$ cat src/rtl/regfile_write_arbiter.sv
// rtl/regfile_write_arbiter.sv - shares the register-file write port between writeback and MDU results
// Writeback wins every slot it uses; MDU results queue in a small FIFO and drain into idle slots.
module regfile_write_arbiter #(
    parameter int DATA_W       = 32,
    parameter int ADDR_W       = 5,
    parameter int DEPTH        = 2,
    parameter int STARVE_LIMIT = 4
) (
    input  logic                       clk,
    input  logic                       rst,
    input  logic                       wb_valid,
    input  logic [ADDR_W-1:0]          wb_addr,
    input  logic [DATA_W-1:0]          wb_data,
    input  logic                       mdu_valid,
    output logic                       mdu_ready,
    input  logic [ADDR_W-1:0]          mdu_addr,
    input  logic [DATA_W-1:0]          mdu_data,
    output logic [ADDR_W-1:0]          dest_address,
    output logic [DATA_W-1:0]          writeBack_data,
    output logic                       reg_write,
    input  logic [ADDR_W-1:0]          rs_query,
    input  logic [ADDR_W-1:0]          rt_query,
    output logic                       rs_pending,
    output logic                       rt_pending,
    output logic                       wb_stall,
    output logic [$clog2(DEPTH):0]     fifo_count
);

    localparam int PW = $clog2(DEPTH);
    localparam int CW = PW + 1;
    localparam int AW = $clog2(STARVE_LIMIT + 1);
    localparam logic [CW-1:0] FULL_COUNT = CW'(DEPTH);
    localparam logic [AW-1:0] AGE_LIMIT  = AW'(STARVE_LIMIT);

    typedef enum logic {
        SLOT_EMPTY  = 1'b0,
        SLOT_QUEUED = 1'b1
    } slot_state_t;

    slot_state_t         r_slot      [DEPTH];
    logic [ADDR_W-1:0]   r_fifo_addr [DEPTH];
    logic [DATA_W-1:0]   r_fifo_data [DEPTH];
    logic [PW-1:0]       r_wr_ptr;
    logic [PW-1:0]       r_rd_ptr;
    logic [CW-1:0]       r_count;
    logic [AW-1:0]       r_age;
    logic                r_reg_write;
    logic [ADDR_W-1:0]   r_dest;
    logic [DATA_W-1:0]   r_data;

    logic                w_wb_issue;
    logic                w_fifo_empty;
    logic                w_pop;
    logic                w_push;
    logic                w_rs_hit;
    logic                w_rt_hit;

    assign w_wb_issue   = wb_valid && (wb_addr != '0);
    assign w_fifo_empty = (r_count == '0);
    assign w_pop        = !w_wb_issue && !w_fifo_empty;
    // Address-0 MDU results complete the handshake but are never stored.
    assign w_push       = mdu_valid && mdu_ready && (mdu_addr != '0);

    assign mdu_ready      = !rst && (r_count < FULL_COUNT);
    assign wb_stall       = (r_count == FULL_COUNT) || (r_age == AGE_LIMIT);
    assign fifo_count     = r_count;
    assign reg_write      = r_reg_write;
    assign dest_address   = r_dest;
    assign writeBack_data = r_data;

    always_ff @(posedge clk or posedge rst) begin
        if (rst) begin
            for (int i = 0; i < DEPTH; i++) begin
                r_slot[i]      <= SLOT_EMPTY;
                r_fifo_addr[i] <= '0;
                r_fifo_data[i] <= '0;
            end
            r_wr_ptr <= '0;
            r_rd_ptr <= '0;
            r_count  <= '0;
        end else begin
            if (w_pop) begin
                r_slot[r_rd_ptr] <= SLOT_EMPTY;
                r_rd_ptr         <= r_rd_ptr + 1'b1;
            end
            // Push and pop never target the same slot: that needs empty or full.
            if (w_push) begin
                r_slot[r_wr_ptr]      <= SLOT_QUEUED;
                r_fifo_addr[r_wr_ptr] <= mdu_addr;
                r_fifo_data[r_wr_ptr] <= mdu_data;
                r_wr_ptr              <= r_wr_ptr + 1'b1;
            end
            case ({w_push, w_pop})
                2'b10:   r_count <= r_count + 1'b1;
                2'b01:   r_count <= r_count - 1'b1;
                default: r_count <= r_count;
            endcase
        end
    end

    always_ff @(posedge clk or posedge rst) begin
        if (rst) begin
            r_age <= '0;
        end else if (w_fifo_empty || w_pop) begin
            r_age <= '0;
        end else if (w_wb_issue && (r_age != AGE_LIMIT)) begin
            r_age <= r_age + 1'b1;
        end
    end

    always_ff @(posedge clk or posedge rst) begin
        if (rst) begin
            r_reg_write <= 1'b0;
            r_dest      <= '0;
            r_data      <= '0;
        end else if (w_wb_issue) begin
            r_reg_write <= 1'b1;
            r_dest      <= wb_addr;
            r_data      <= wb_data;
        end else if (w_pop) begin
            r_reg_write <= 1'b1;
            r_dest      <= r_fifo_addr[r_rd_ptr];
            r_data      <= r_fifo_data[r_rd_ptr];
        end else begin
            r_reg_write <= 1'b0;
        end
    end

    // The output stage counts as pending: the register file commits mid-cycle.
    always_comb begin
        w_rs_hit = 1'b0;
        w_rt_hit = 1'b0;
        for (int i = 0; i < DEPTH; i++) begin
            if (r_slot[i] == SLOT_QUEUED) begin
                if (r_fifo_addr[i] == rs_query) w_rs_hit = 1'b1;
                if (r_fifo_addr[i] == rt_query) w_rt_hit = 1'b1;
            end
        end
        if (r_reg_write && (r_dest == rs_query)) w_rs_hit = 1'b1;
        if (r_reg_write && (r_dest == rt_query)) w_rt_hit = 1'b1;
    end

    assign rs_pending = (rs_query != '0) && w_rs_hit;
    assign rt_pending = (rt_query != '0) && w_rt_hit;

endmodule

$ cat config.mk
export PLATFORM = sky130hd
export DESIGN_NAME = regfile_write_arbiter
export DESIGN_NICKNAME = d
export VERILOG_FILES = /design/src/rtl/regfile_write_arbiter.sv
export SDC_FILE = /design/constraint.sdc
export NUM_CORES = 1
export LEC_CHECK = 0
export ABC_AREA = 1
export BUFFER_PORTS_ARGS = -buffer_cell sky130_fd_sc_hd__buf_4
export CORE_UTILIZATION = 33
export CTS_BUF_LIST = sky130_fd_sc_hd__clkbuf_4
export DETAILED_ROUTE_END_ITERATION = 10
export GPL_TIMING_DRIVEN = 0
export SYNTH_ARGS = -nofsm -noshare
export SYNTH_HDL_FRONTEND = slang
export SYNTH_SLANG_ARGS = --single-unit
$ cat constraint.sdc
create_clock -name clk -period 7.7 [get_ports clk]
set_input_delay 0 -clock clk [delete_from_list [all_inputs] [get_ports clk]]
set_output_delay 0 -clock clk [all_outputs]
set_load 0.1 [all_outputs]
# After elaboration in Yosys (flattened, before gate mapping)
# Index checks and enable logic that the tools add are counted.
dict set report word_totals {
  ff_bits 121
  input_bits 88
  out_inout_bits 44
  word_cells 101
}
dict set report op_classes {
  addsub 5
  magnitude_cmp 5
  n_eq_ne 11
  muxes 37
  n_bitwise 5
  reduce_logical 25
}
# operator count
set ops {}
lappend ops {{$mux W32} 6}
lappend ops {{$bwmux W64} 1}
lappend ops {{$demux W32 S1} 1}
lappend ops {{$eq A5 B5 Y1} 6}
lappend ops {{$mux W5} 6}
lappend ops {{$reduce_bool A5 Y1} 4}
lappend ops {{$mux W1} 14}
lappend ops {{$logic_and A1 B1 Y1} 12}
lappend ops {{$bwmux W10} 1}
lappend ops {{$mux W3} 2}
lappend ops {{$reduce_bool A2 Y1} 3}
lappend ops {{$demux W5 S1} 1}
lappend ops {{$eq A2 B2 Y1 const B} 2}
lappend ops {{$ge A2 B2 Y1 const B} 2}
lappend ops {{$lt A2 B1 Y1 const B} 2}
lappend ops {{$mux W2} 2}
lappend ops {{$not A1 Y2} 2}
lappend ops {{$pmux W2 S2} 1}
lappend ops {{$add A3 B1 Y3 const B} 1}
lappend ops {{$eq A3 B3 Y1 const B} 1}
lappend ops {{$logic_not A1 Y1} 3}
lappend ops {{$ne A3 B3 Y1 const B} 1}
lappend ops {{$add A1 B1 Y1 const B} 2}
lappend ops {{$add A2 B1 Y2 const B} 1}
lappend ops {{other kinds (9)} 11}

# Depth between registers and ports, before layout
dict set report logic_depth {
  word_depth 10
  depth_mapped 10
  mapped_depth_nobuf 9
}

# Worst setup path before layout
# Ideal clock, no wire load.
dict set report synth_path {
  kind {reg2out}
  from {register r_count[1] (netlist: fifo_count[1])}
  to {output wb_stall}
  t_arrival_ns 3.265
  required_time_ns 7.700
  slack_ns 4.435
  path_stages_with_launch 3
  path_buffers 0
  path_cell_list {dfrtp_1 -> inv_1 -> o21ai_0}
}
dict set report synth_via {
  elab_chain_cells 2
}
# element line
set synth_rtl {}
lappend synth_rtl {{from (decl)} 45} ;# logic [CW-1:0] r_count;
lappend synth_rtl {{from (signal assigned)} 94} ;# 2'b10: r_count <= r_count + 1'b1;
lappend synth_rtl {{from (signal assigned)} 95} ;# 2'b01: r_count <= r_count - 1'b1;
lappend synth_rtl {{from (signal assigned)} 96} ;# default: r_count <= r_count;
lappend synth_rtl {{$eq A2 B2 Y1} 65} ;# assign wb_stall = (r_count == FULL_COUNT) || (r_age == AGE_LIMIT);
lappend synth_rtl {{$logic_or A1 B1 Y1} 65}
lappend synth_rtl {{to (decl)} 25} ;# output logic wb_stall,
# No other way between the ends.

# Worst setup path in the final report
dict set report layout_path {
  from {input mdu_addr[0]}
  to {register r_fifo_data[63] in the netlist's numbering}
}
dict set report layout_via {
  elab_chain_cells 2
}
# element line
set layout_rtl {}
lappend layout_rtl {{from (decl)} 16} ;# input logic [ADDR_W-1:0] mdu_addr,
lappend layout_rtl {{$reduce_bool A5 Y1} 62} ;# assign w_push = mdu_valid && mdu_ready && (mdu_addr != '0);
lappend layout_rtl {{$logic_and A1 B1 Y1} 62}
lappend layout_rtl {{to (signal, indexed assignment)} 90} ;# r_fifo_data[r_wr_ptr] <= mdu_data;
lappend layout_rtl {{to (decl)} 42} ;# logic [DATA_W-1:0] r_fifo_data [DEPTH];
# No other way between the ends.
# A chain may end at the register's enable or synchronous reset.

==> impl_metrics.yaml <==
status:
  outcome: "finished, final reports clean"
floorplanning:
  start_util_pct: 33.7
  rows: 49
  die_w_um: 137
  coreArea_um2: 17900
  die_area_um2: 18800
  ios: 132
  fp.dieH_um: 137
sta:
  timing.final.crit_share_pct: 25.1
  finalHoldViolations: 0
  period_needed_ns: 1.93
  hold_slack_ns: 0.187
  worst_pin_slew_ns: 0.564
  setup_viol: 0
  setup_tns_ns: 0
  slew_headroom_pct: 62.4
  rsz0062_at_grt: "no"
  max_freq_mhz: 518
  finClkSkew_ns: 0.0119
  slew_violations: 0
synth:
  synthSimpleGateAreaFrac_pct: 30.3
  synth_compound_area_share_pct: 9.20
  syn_area_um2: 6020
  yosysWarningCount: 0
  synth_enable_flop_cells: 0
  ys_seq_area_share_pct: 50.3
  synth_xor_area_share_pct: 0.727
  synthMuxAreaShare_pct: 0
  syn_inst: 790
  synth_ff_type: "dfrtp_1"
  syn_nets: 881
  synth-seq-cells: 121
  synth-async-reset-ratio_pct: 100
  avgSynthCellArea_um2: 7.63
  synth_cell_types: 26
  synth_adder_area_share_pct: 0.623
  synth_top_family_by_area: "simple AND/OR/NAND/NOR gates"
cells_and_area:
  fin_area_um2: 8380
  mostFrequentLayoutCells: "nand2_1, buf_4, dfrtp_1, dlygate4sd3_1, inv_1"
  drive_gt1_share_pct: 21.9
  multi_input_area_um2: 2460
  syn2layout_area_growth_pct: 39.2
  nets: 1113
  mostFrequentLayoutCell: "nand2_1"
  n_fill_cell: 1871
  post-route-util_pct: 46.8
  layout.cells.non_filler: 1265
  seqCellArea_um2: 3030
placed_design:
  gp_congestion: 0.880
  place_hpwl_mm: 11.5
  dpl.cell_count: 1151
  placed_area_um2: 7330
  portBuffers: 131
hold_path:
  worstHoldStart: "mdu_valid"
  min_path_type: "input pin to flop"
  min_path_cells: 5
flow_run:
  cap_violations: 0
critical_path:
  rr_startpoint: "fifo_count[0]"
  critPathSlowestCell: "dlygate4sd3_1"
  critPathLaunch: "mdu_addr[0]"
  crit_type: "input pin to flop"
  cp_slowest_stage_delay_ns: 0.57
  r2r_cells: 9
  worst_setup_path_end_kind: "flop"
  cp_max_fo: 10
  crit_path_start_kind: "input pin"
  path_common_cell: "dlygate4sd3_1"
  crit_chain: "dlygate4sd3_1, buf_4, nor2_1, nand4_1, dlygate4sd3_1, nand2_1, inv_2, nand2_2, clkbuf_1, o21ai_0"
  crit_required_ns: 8.10
  cp.arrival_ns: 2.34
routing:
  num_vias: 5686
  drt-vias-per-instance: 4.49
  drt-total-wl_mm: 16.8
  drc: 0
  drt_iter0_drc: 298
  ant_nets: 0
  firstDrtPassIters: 5
  routedWlPerCell_um: 13.3
grt:
  grt_usage_pct: 19.4
  grt_pass1_wl_mm: 27.6
  grt-ovfl-total: 0
  grt_max_degree: 92
  grt_pass1_vias: 5588
  antenna_found_initial: 1
power_and_ir_drop:
  clkPwrFrac_pct: 12.4
  p_switching_w: 0.00169
  ir_drop_uv: 312
  p_sw_share_pct: 51.9
  combPwrFrac_pct: 53.8
  power_leakage_nw: 4.46
  sequentialPowerShare_pct: 33.8
  internal-power_w: 0.00157
  powerDensity_nw_per_um2: 390
clock_tree:
  cts_buffers: 17
  clock_latency_ns: 0.55
  cts_setup_buffers: 0
  htree_levels: 4
  root_buffer: "clkbuf_4"
  ctsLongestPathBuffers: 2
  clock-sinks: 121
  path_clk_slew_ns: 0.10
  post_cts_resized: 0
  cts_tree: "done"
-- sequential cells by signal (all words and copies together), names as in the netlist --
name / cells
dest_address: 5
fifo_count: 2
r_age: 3
r_fifo_addr: 10
r_fifo_data: 64
r_rd_ptr: 1
r_slot: 2
r_wr_ptr: 1
reg_write: 1
writeBack_data: 32
-- metal layers --
metal  share of wire (%)  vias to the layer above  GRT usage, %
met5                   0                        -             0
met4                 1.3                        0          6.04
met3                 4.5                       15          3.85
met2                  48                      144          31.8
met1                  46                     2617          25.6
li1                    -                     2910             -
-- cell usage after synthesis (all sizes together) (2+ instances only) --
| cell | number | area, um2 |
|---|---|---|
| xnor2 | 2 | 17.5 |
| inv | 72 | 270 |
| xor2 | 3 | 26.3 |
| buf | 28 | 229 |
| nor2 | 31 | 119 |
| o21ai | 85 | 538 |
| clkbuf | 8 | 31.3 |
| nand2 | 380 | 1430 |
| a21oi | 2 | 10.0 |
| ha | 3 | 37.5 |
| nor3 | 2 | 10.0 |
| dfrtp | 121 | 3030 |
| nand3 | 48 | 240 |
-- through the flow --
step	power, W	setup slack [ns]
after detailed placement	0.00286	5.83
after CTS	0.00330	5.79
after global placement	0.00283	2.77
final	0.00327	5.77
after floorplan	0.00243	4.44
after global routing	0.00352	5.63
-- power by group through the flow --
stage | registers (W) | clock network [W] | logic, W
detailed placement | 0.00112 | 0 | 0.00174
global placement | 0.00111 | 0 | 0.00172
CTS | 0.00111 | 0.000423 | 0.00177
floorplan | 0.00170 | 0 | 0.000735
finish | 0.00110 | 0.000406 | 0.00176
global route | 0.00115 | 0.000448 | 0.00193
-- timing repair --
action,CTS,global route
setup endpoints to repair,0,0
endpoints found under the hold margin,236,0
hold buffers,81,0
-- kinds of logic after synthesis --
group	Yosys count
AOI/OAI and AO/OA	88
xor gates and xnor gates	5
adders and majority gates	3
buffers and inverters	109
DFF	121
and+or+nand+nor	464
-- area by class of cell --
cell class | instances | share of cell area, %
flip-flops and latches | 121 | 36.1
repair buffers | 213 | 21.7
well taps | 229 | 3.42
clock inverters | 14 | 1.30
clock buffers | 18 | 1.61
multi-input cells | 560 | 29.4
diodes | 1 | 0.0298
plain buffers | 36 | 3.10
inverters | 73 | 3.33
-- worst paths after layout --
check | to | slack, ns
setup reg to reg | fifo_count[1] | 5.82
min in group asynchronous | dest_address[1] | 0.62
setup / recovery | r_fifo_data[63] | 5.77
hold / removal | fifo_count[0] | 0.19
max in group asynchronous | r_fifo_addr[2] | 6.30
hold reg to reg | writeBack_data[24] | 0.49
-- critical path, delay by kind of cell --
kind	cells	cell delay, ns
AND/OR/NAND/NOR	4	0.47
buffers and inverters	5	1.73
AO/OA/AOI/OAI	1	0.14
No activity file was read; power rests on OpenSTA's default activity.
